<file path="src/rtl/mem_req_arbiter.sv">
// mem_req_arbiter
//   Merges NUM_CH cache/uncache request ports (0 = icache, 1 = dcache, 2 = uncache)
//   onto a single downstream read/write port. Reads and writes are arbitrated
//   independently, each with its own round-robin pointer. A read is held off while
//   a granted write to the same cache line has not yet seen mem_wr_ok.
// Ports
//   clk, resetn                       clock, async active-low reset
//   ch_rd_req/type/addr, ch_rd_rdy    per-channel read request / accept
//   ch_ret_valid/last/data            read return (valid routed to owner, data/last broadcast)
//   ch_wr_req/type/addr/wstrb/data    per-channel write request
//   ch_wr_rdy                         per-channel write accept
//   mem_rd_*, mem_ret_*               downstream read request and return
//   mem_wr_*, mem_wr_ok               downstream write request and completion
module mem_req_arbiter #(
    parameter int unsigned NUM_CH     = 3,
    parameter int unsigned ADDR_W     = 32,
    parameter int unsigned DATA_W     = 32,
    parameter int unsigned LINE_WORDS = 8
) (
    input  logic                                clk,
    input  logic                                resetn,
    // channel read side
    input  logic [NUM_CH-1:0]                   ch_rd_req,
    input  logic [3*NUM_CH-1:0]                 ch_rd_type,
    input  logic [ADDR_W*NUM_CH-1:0]            ch_rd_addr,
    output logic [NUM_CH-1:0]                   ch_rd_rdy,
    output logic [NUM_CH-1:0]                   ch_ret_valid,
    output logic                                ch_ret_last,
    output logic [DATA_W-1:0]                   ch_ret_data,
    // channel write side
    input  logic [NUM_CH-1:0]                   ch_wr_req,
    input  logic [3*NUM_CH-1:0]                 ch_wr_type,
    input  logic [ADDR_W*NUM_CH-1:0]            ch_wr_addr,
    input  logic [4*NUM_CH-1:0]                 ch_wr_wstrb,
    input  logic [LINE_WORDS*DATA_W*NUM_CH-1:0] ch_wr_data,
    output logic [NUM_CH-1:0]                   ch_wr_rdy,
    // downstream read
    output logic                                mem_rd_req,
    output logic [2:0]                          mem_rd_type,
    output logic [ADDR_W-1:0]                   mem_rd_addr,
    input  logic                                mem_rd_rdy,
    input  logic                                mem_ret_valid,
    input  logic                                mem_ret_last,
    input  logic [DATA_W-1:0]                   mem_ret_data,
    // downstream write
    output logic                                mem_wr_req,
    output logic [2:0]                          mem_wr_type,
    output logic [ADDR_W-1:0]                   mem_wr_addr,
    output logic [3:0]                          mem_wr_wstrb,
    output logic [LINE_WORDS*DATA_W-1:0]        mem_wr_data,
    input  logic                                mem_wr_rdy,
    input  logic                                mem_wr_ok
);

    localparam int unsigned WR_W  = LINE_WORDS * DATA_W;
    localparam int unsigned OFF_W = $clog2(WR_W / 8);
    localparam int unsigned TAG_W = ADDR_W - OFF_W;
    localparam int unsigned CH_W  = $clog2(NUM_CH);

    typedef enum logic [1:0] {R_IDLE, R_REQ, R_WAIT} rstate_t;
    typedef enum logic [1:0] {W_IDLE, W_REQ, W_WAIT} wstate_t;

    rstate_t             rstate, rstate_nxt;
    wstate_t             wstate, wstate_nxt;
    logic [CH_W-1:0]     rd_grant, rd_grant_nxt, rd_rr, rd_rr_nxt;
    logic [CH_W-1:0]     wr_grant, wr_grant_nxt, wr_rr, wr_rr_nxt;
    logic [2:0]          rd_type_nxt, wr_type_nxt;
    logic [ADDR_W-1:0]   rd_addr_nxt, wr_addr_nxt;
    logic [3:0]          wr_wstrb_nxt;
    logic [WR_W-1:0]     wr_data_nxt;
    logic [NUM_CH-1:0]   rd_elig;
    logic [CH_W-1:0]     rd_pick, wr_pick;
    logic                wr_busy;

    // First set bit of elig at or above ptr, wrapping modulo NUM_CH.
    function automatic logic [CH_W-1:0] rr_pick(input logic [NUM_CH-1:0] elig,
                                                 input logic [CH_W-1:0]   ptr);
        logic [CH_W-1:0] sel;
        logic            found;
        int unsigned     idx;
        sel   = '0;
        found = 1'b0;
        for (int unsigned k = 0; k < NUM_CH; k++) begin
            idx = (32'(ptr) + k) % NUM_CH;
            if (!found && elig[CH_W'(idx)]) begin
                found = 1'b1;
                sel   = CH_W'(idx);
            end
        end
        return sel;
    endfunction

    // Write latch only describes an outstanding write once wstate has left W_IDLE,
    // so a write granted in the same cycle never blocks a read.
    assign wr_busy = (wstate != W_IDLE);

    // Read eligibility: requesting and not on the line of an unacknowledged write.
    always_comb begin
        rd_elig = '0;
        for (int unsigned c = 0; c < NUM_CH; c++) begin
            rd_elig[c] = ch_rd_req[c] &&
                !(wr_busy && (ch_rd_addr[c*ADDR_W+OFF_W +: TAG_W] == mem_wr_addr[ADDR_W-1:OFF_W]));
        end
    end

    assign rd_pick = rr_pick(rd_elig, rd_rr);
    assign wr_pick = rr_pick(ch_wr_req, wr_rr);

    // Read FSM next state, latch updates and channel-side read outputs.
    always_comb begin
        rstate_nxt   = rstate;
        rd_grant_nxt = rd_grant;
        rd_rr_nxt    = rd_rr;
        rd_type_nxt  = mem_rd_type;
        rd_addr_nxt  = mem_rd_addr;
        ch_rd_rdy    = '0;
        ch_ret_valid = '0;
        ch_ret_last  = 1'b0;
        ch_ret_data  = '0;
        case (rstate)
            R_IDLE: begin
                if (|rd_elig) begin
                    rstate_nxt   = R_REQ;
                    rd_grant_nxt = rd_pick;
                    rd_type_nxt  = ch_rd_type[32'(rd_pick)*3 +: 3];
                    rd_addr_nxt  = ch_rd_addr[32'(rd_pick)*ADDR_W +: ADDR_W];
                end
            end
            R_REQ: begin
                ch_rd_rdy[rd_grant] = mem_rd_rdy;
                if (mem_rd_rdy) begin
                    rstate_nxt = R_WAIT;
                end
            end
            R_WAIT: begin
                ch_ret_valid[rd_grant] = mem_ret_valid;
                ch_ret_last            = mem_ret_last;
                ch_ret_data            = mem_ret_data;
                if (mem_ret_valid && mem_ret_last) begin
                    rstate_nxt = R_IDLE;
                    rd_rr_nxt  = CH_W'((32'(rd_grant) + 1) % NUM_CH);
                end
            end
            default: rstate_nxt = R_IDLE;
        endcase
    end

    // Write FSM next state, latch updates and channel-side write accept.
    always_comb begin
        wstate_nxt   = wstate;
        wr_grant_nxt = wr_grant;
        wr_rr_nxt    = wr_rr;
        wr_type_nxt  = mem_wr_type;
        wr_addr_nxt  = mem_wr_addr;
        wr_wstrb_nxt = mem_wr_wstrb;
        wr_data_nxt  = mem_wr_data;
        ch_wr_rdy    = '0;
        case (wstate)
            W_IDLE: begin
                if (|ch_wr_req) begin
                    wstate_nxt   = W_REQ;
                    wr_grant_nxt = wr_pick;
                    wr_type_nxt  = ch_wr_type[32'(wr_pick)*3 +: 3];
                    wr_addr_nxt  = ch_wr_addr[32'(wr_pick)*ADDR_W +: ADDR_W];
                    wr_wstrb_nxt = ch_wr_wstrb[32'(wr_pick)*4 +: 4];
                    wr_data_nxt  = ch_wr_data[32'(wr_pick)*WR_W +: WR_W];
                end
            end
            W_REQ: begin
                ch_wr_rdy[wr_grant] = mem_wr_rdy;
                if (mem_wr_rdy) begin
                    wstate_nxt = W_WAIT;
                end
            end
            W_WAIT: begin
                // Line hazard stays up here until the B response arrives.
                if (mem_wr_ok) begin
                    wstate_nxt = W_IDLE;
                    wr_rr_nxt  = CH_W'((32'(wr_grant) + 1) % NUM_CH);
                end
            end
            default: wstate_nxt = W_IDLE;
        endcase
    end

    // State, pointers and downstream request registers.
    always_ff @(posedge clk or negedge resetn) begin
        if (!resetn) begin
            rstate       <= R_IDLE;
            rd_grant     <= '0;
            rd_rr        <= '0;
            mem_rd_req   <= 1'b0;
            mem_rd_type  <= '0;
            mem_rd_addr  <= '0;
            wstate       <= W_IDLE;
            wr_grant     <= '0;
            wr_rr        <= '0;
            mem_wr_req   <= 1'b0;
            mem_wr_type  <= '0;
            mem_wr_addr  <= '0;
            mem_wr_wstrb <= '0;
            mem_wr_data  <= '0;
        end else begin
            rstate       <= rstate_nxt;
            rd_grant     <= rd_grant_nxt;
            rd_rr        <= rd_rr_nxt;
            mem_rd_req   <= (rstate_nxt == R_REQ);
            mem_rd_type  <= rd_type_nxt;
            mem_rd_addr  <= rd_addr_nxt;
            wstate       <= wstate_nxt;
            wr_grant     <= wr_grant_nxt;
            wr_rr        <= wr_rr_nxt;
            mem_wr_req   <= (wstate_nxt == W_REQ);
            mem_wr_type  <= wr_type_nxt;
            mem_wr_addr  <= wr_addr_nxt;
            mem_wr_wstrb <= wr_wstrb_nxt;
            mem_wr_data  <= wr_data_nxt;
        end
    end

endmodule

</file>
<file path="config.mk">
export PLATFORM = sky130hd
export DESIGN_NAME = mem_req_arbiter
export DESIGN_NICKNAME = d
export VERILOG_FILES = /design/src/rtl/mem_req_arbiter.sv
export SDC_FILE = /design/constraint.sdc
export NUM_CORES = 1
export LEC_CHECK = 0
export ABC_AREA = 1
export ABC_CLOCK_PERIOD_IN_PS = 3250
export CORE_AREA = 2 2 552 554
export DETAILED_ROUTE_END_ITERATION = 8
export DIE_AREA = 0 0 554 556
export GPL_ROUTABILITY_DRIVEN = 0
export SLEW_MARGIN = 10
export SYNTH_ARGS = -nofsm -noshare
export SYNTH_HDL_FRONTEND = slang
export SYNTH_SLANG_ARGS = --single-unit
</file>
<file path="constraint.sdc">
create_clock -name clk -period 3.25 [get_ports clk]
set_input_delay 0.65 -clock clk [delete_from_list [all_inputs] [get_ports clk]]
set_output_delay 0.65 -clock clk [all_outputs]
set_load 0.05 [all_outputs]
</file>
Yosys cells after proc, flatten, opt, wreduce, memory -nomap -nowiden
Index checks and enable logic that the tools add are counted.
{"block": "op_classes", "n_eq_ne": 9, "reduce_logical": 29, "n_bitwise": 3, "n_shift": 6, "multipliers": 2, "n_addsub": 6, "div": 8, "n_lt_le_gt_ge": 10, "muxes": 39}
{"operator": "variable part select 768 x 11 -> 256 bit", "count": 1}
{"operator": "modulo 32 x 2 -> 32 bit (second input constant)", "count": 6}
{"operator": "variable part select 96 x 8 -> 32 bit", "count": 2}
{"operator": "== test 27 bit", "count": 3}
{"operator": "modulo 2 x 2 -> 32 bit (second input constant)", "count": 2}
{"operator": "2-to-1 mux 32 bit", "count": 1}
{"operator": "less-than comparator 2 x 3 -> 1 bit (second input constant)", "count": 8}
{"operator": "2-to-1 mux 2 bit", "count": 12}
{"operator": "variable part select 9 x 5 -> 3 bit", "count": 2}
{"operator": "logical AND 1 bit", "count": 13}
{"operator": "2-to-1 mux 1 bit", "count": 13}
{"operator": "adder 2 x 1 -> 3 bit (second input constant)", "count": 4}
{"operator": "binary-select mux 1 bit (select 2 bit)", "count": 6}
{"operator": "case mux 2 bit (3 select lines)", "count": 2}
{"operator": "variable part select 12 x 5 -> 4 bit", "count": 1}
{"operator": "AND 3 bit", "count": 3}
{"operator": "2-to-1 mux 3 bit", "count": 3}
{"operator": "== test 2 x 1 -> 1 bit (second input constant)", "count": 4}
{"operator": "multiplier 2 x 2 -> 4 bit (second input constant)", "count": 2}
{"operator": "AND reduction 2 bit", "count": 4}
{"operator": "zero test 1 bit", "count": 7}
{"operator": "adder 2 x 2 -> 3 bit (second input constant)", "count": 2}
{"operator": "OR reduction 3 bit", "count": 2}
{"operator": "demux 1 bit (select 2 bit)", "count": 2}
{"operator": "4 further kinds", "count": 7}
{"block": "totals", "ff_bits": 344, "output_inout_bits": 374, "input_bits": 1035, "word_cells": 126}

Depth between registers and ports, before layout
{"block": "depth", "word_depth": 15, "depth_mapped": 20, "ltp_nobuf": 19}

Least setup slack after synthesis
Ideal clock, no wire load.
{"block": "synth_path", "path_type": "input to output", "from": "input mem_ret_valid", "to": "output ch_ret_valid[0]", "required_ns": 2.600, "slack_ns": 0.814, "arrival_time_ns": 1.786, "n_path_buf": 0, "path_stages": 2, "cell_sequence": "inv_1 -> nor3_1"}
{"block": "synth_between", "elab_chain_len": 2}
{"item": "from (decl)", "line_no": "42", "text": "input logic mem_ret_valid,"}
{"item": "AND 3 bit (no line)"}
{"item": "2-to-1 mux 3 bit", "line_no": "120", "text": "case (rstate)"}
{"item": "to (decl)", "line_no": "27", "text": "output logic [NUM_CH-1:0] ch_ret_valid,"}
Every way passes these cells.

Final worst setup path
{"block": "layout_path", "from": "register wr_rr[0]", "to": "register mem_wr_data[35]"}
{"block": "layout_between", "elab_chain_len": 11, "word_cells_on_any_way": 21, "classes_between": "add/sub: 2; div: 3; shift: 1; mux: 11; reduce/logical: 4"}
{"item": "from (decl)", "line_no": "66", "text": "logic [CH_W-1:0] wr_grant, wr_grant_nxt, wr_rr, wr_rr_nxt;"}
{"item": "from (signal assigned)", "line_no": "212", "text": "wr_rr <= wr_rr_nxt;"}
{"item": "parallel branches: the longest is 9 deep, another holds modulo 32 x 2 -> 32 bit"}
{"item": "2-to-1 mux 2 bit (*)", "line_no": "85", "text": "if (!found && elig[CH_W'(idx)]) begin"}
{"item": "variable part select 768 x 11 -> 256 bit (*)", "line_no": "166", "text": "wr_data_nxt = ch_wr_data[32'(wr_pick)*WR_W +: WR_W];"}
{"item": "to (signal assigned)", "line_no": "217", "text": "mem_wr_data <= wr_data_nxt;"}
{"item": "to (decl)", "line_no": "50", "text": "output logic [LINE_WORDS*DATA_W-1:0] mem_wr_data,"}
Mark *: on every way between the ends. The select of a mux whose other input is x is not followed.
A chain may end at the register's enable or synchronous reset.

==> flow_summary.yaml <==
outcome:
  status: "completed"
cts:
  htreeDepth: 2
  clock-sinks: 344
  cts-root-buf: "clkbuf_16"
  cts_tree: "done"
  clkTransAtPathRegs_ns: 0.06
  cts_inserted_buffers: 52
  worstSkewPairLatency_ns: 0.72
  clockBufferDepth: 3
pwr:
  peakVddDrop_v: 0.0008295
  p_per_area_nw_per_um2: 1333
  p_leak_nw: 17.24
floorplan:
  die_height_um: 556
  die-area_um2: 308000
  rows: 202
  start_util_pct: 7.031
  dieWidth_um: 554
  ios: 1409
  core_um2: 302000
logic_synthesis:
  yosys-top-cells-area: "dfrtp_1 (41%), nor2_1 (13%), a21oi_1 (7.7%)"
  synth-seq-area-share_pct: 40.53
  synth-seq-cells: 344
  synth_cells: 3025
  ys.flop_type: "dfrtp_1"
  synth_common_cells: "nor2_1 (720), nand2_1 (347), dfrtp_1 (344)"
  synth_edf_count: 0
  synthArstFlopShare_pct: 100.0
  synth_top_area_cell: "dfrtp_1"
  yosysMostFrequentCell: "nor2_1"
  syn_nets: 4072
  avgSynthCellArea_um2: 7.020
  yosys_warnings: 0
  synth_area_um2: 21240
  synth_top_area_share_pct: 40.53
  ys_types: 36
worst_setup_path:
  ff2ff_setup_slack_ns: 0.05
  r2r_cells: 13
  reg2reg_from: "wr_rr[0]$_DFFE_PN0P_"
  worstPathRequired_ns: 3.83
  crit_path_cell_trace: "inv_1 -> ha_1 -> nor2_1 -> nor2_1 -> a32oi_1 -> nand2_1 -> a21oi_1 -> nand3b_1 -> nand2_8 -> buf_12 -> buf_12 -> o21ai_0 -> a21oi_1"
  critical-path-top-delay-family: "compound AO/OA/AOI/OAI gates"
  reg2reg_to: "mem_wr_data[35]$_DFFE_PN0P_"
  cp-end-kind: "flop"
  critPathMaxStageDelay_ns: 0.42
  crit_buf_inv: 3
  start_kind: "flop"
  cp.arrival_ns: 3.78
  crit_start: "wr_rr[0]$_DFFE_PN0P_"
  worst-path-stages: 13
  critPathMaxFanout: 37
  cp_slowest_cell: "o21ai_0"
  critical_path_class: "flop to flop"
  cp-endpoint: "mem_wr_data[35]$_DFFE_PN0P_"
layout:
  fill_cells: 34630
  nNetsFinal: 5579
  seq_area_um2: 8610
  drive_gt1_share_pct: 12.52
  area_growth_pct: 106.8
  multi_input_area_um2: 10880
sta:
  setup_slack_ns: 0.04963
  min_period_ns: 3.200
  setup_violations: 0
  skew_ns: 0.04411
  relSlewSlack_pct: 33.54
  fin_crit_sh_pct: 98.47
  worstMarginPinSlew_ns: 0.9938
  hold_slack_ns: 0.4857
  hold_violations: 0
  fmax_mhz: 312.5
  slew_viol_final: 0
grt:
  grt_use_total_pct: 16.36
  globalRouteOverflowTotal: 0
  grt_pass1_wl_mm: 324.1
  antenna_found_initial: 309
  grt_max_degree: 83
  grt_pass1_vias: 29140
route:
  ant_nets: 0
  drtIter0Drc: 2818
  avgViaCountPerCell: 3.553
  routedWlPerCell_um: 30.62
  drt-total-wl_mm: 264.6
  via_count: 30700
  dr.pass1.iters: 8
  drcViolationCount: 0
hold_path:
  hp-class: "input port to asynchronous set/reset pin"
job:
  cap_violations: 0
place:
  numPortBuffers: 1408
  dp_hpwl_mm: 232.0
  pre_cts_ws_ns: -0.8475
-- cell usage in the layout, fill, tap and decap left out, drive strengths merged, types with 2 or more instances in the layout --
cell type / instances
a21oi: 357
a22oi: 18
buf: 353
clkbuf: 70
clkdlybuf4s50: 1290
clkinv: 22
clkinvlp: 6
dfrtp: 344
diode: 92
dlygate4sd2: 24
dlymetal6s2s: 2
ha: 12
inv: 223
nand2: 355
nand3: 272
nand3b: 2
nand4: 10
nor2: 722
nor3: 5
o211ai: 125
o21ai: 312
o221ai: 6
o31ai: 3
or2: 4
xnor2: 23
xor2: 5
-- per-layer routing --
metal	share of wire, %	track usage (%)
met5	0.59	0
met4	5.6	7.763
met3	15	10.88
met2	42	24.91
met1	36	17.32
-- registers in the layout (all words and copies together), names as in the netlist, 3 cells and up --
signal and flops:
mem_wr_wstrb 4, mem_rd_addr 32, mem_wr_addr 32, mem_rd_type 3, mem_wr_type 3, mem_wr_data 256
-- worst min-delay path by stage --
stage                                 start                            to  slack, ns  cells after the start
2_1_floorplan                        resetn    mem_rd_addr[0]$_DFFE_PN0P_       0.35                      0
6_report                             resetn  mem_wr_data[251]$_DFFE_PN0P_       0.49                      2
5_1_grt                              resetn    mem_wr_data[0]$_DFFE_PN0P_       0.50                      2
3_3_place_gp   mem_wr_data[229]$_DFFE_PN0P_  mem_wr_data[229]$_DFFE_PN0P_       0.49                      2
4_1_cts                              resetn    mem_wr_data[0]$_DFFE_PN0P_       0.45                      2
3_5_place_dp   mem_wr_data[229]$_DFFE_PN0P_  mem_wr_data[229]$_DFFE_PN0P_       0.50                      2
-- what timing repair did --
| item | in CTS | in global routing |
|---|---|---|
| gates resized for setup | 28 | 20 |
| hold buffers | 1 | 0 |
| setup endpoints to repair | 194 | 124 |
| pin swaps | 0 | 3 |
| hold endpoints to repair | 29 | 0 |
| gates cloned | 0 | 4 |
| setup buffers | 0 | 4 |
-- report_power, final --
group / leakage [nW] / internal [mW] / switching [mW]
registers: 3.98 / 6.61 / 1.66
clock network: 0.815 / 3.25 / 2.67
logic: 12.4 / 14.0 / 30.4
total: 17.2 / 23.8 / 34.7
-- stage by stage --
| stage | total power [mW] | std cells | util [%] | instance area [um^2] | setup TNS [ns] |
|---|---|---|---|---|---|
| global placement | 51.90 | 8447 | 13.84 | 41810 | -147.90 |
| detailed placement | 52.08 | 8447 | 13.84 | 41810 | -135.56 |
| finish | 58.53 | 8640 | 14.54 | 43910 | 0 |
| global route | 61.57 | 8577 | 14.49 | 43750 | -0.05681 |
| floorplan | 29.94 | 3025 | - | 21240 | 0 |
| CTS | 58.28 | 8540 | 14.40 | 43480 | 0 |
-- worst register-to-register path, cell delays in order, from the launching register on --
cell and delay [ns]:
dfrtp_1 0.38, inv_1 0.06, ha_1 0.36, nor2_1 0.13
nor2_1 0.05, a32oi_1 0.20, nand2_1 0.10, a21oi_1 0.18
nand3b_1 0.25, nand2_8 0.20, buf_12 0.26, buf_12 0.35
o21ai_0 0.44, a21oi_1 0.13
-- cells by family after synthesis --
family                   synth area share, %
buffers and inverters                  8.519
adder cells (fa/ha/maj)               0.7070
AND/OR/NAND/NOR                        27.31
XOR/XNOR                               1.155
flip-flops                             40.53
AO/OA/AOI/OAI                          21.78
-- layout make-up --
type | count | area share [%]
inverter | 226 | 2.038
sequential | 344 | 19.61
clock inverter | 26 | 0.5044
antenna | 92 | 0.5243
clock buffer | 66 | 3.317
tap | 3978 | 11.34
timing repair buffer | 1674 | 37.90
multi-input combinational | 2234 | 24.77
(Power assumes the default switching activity.)
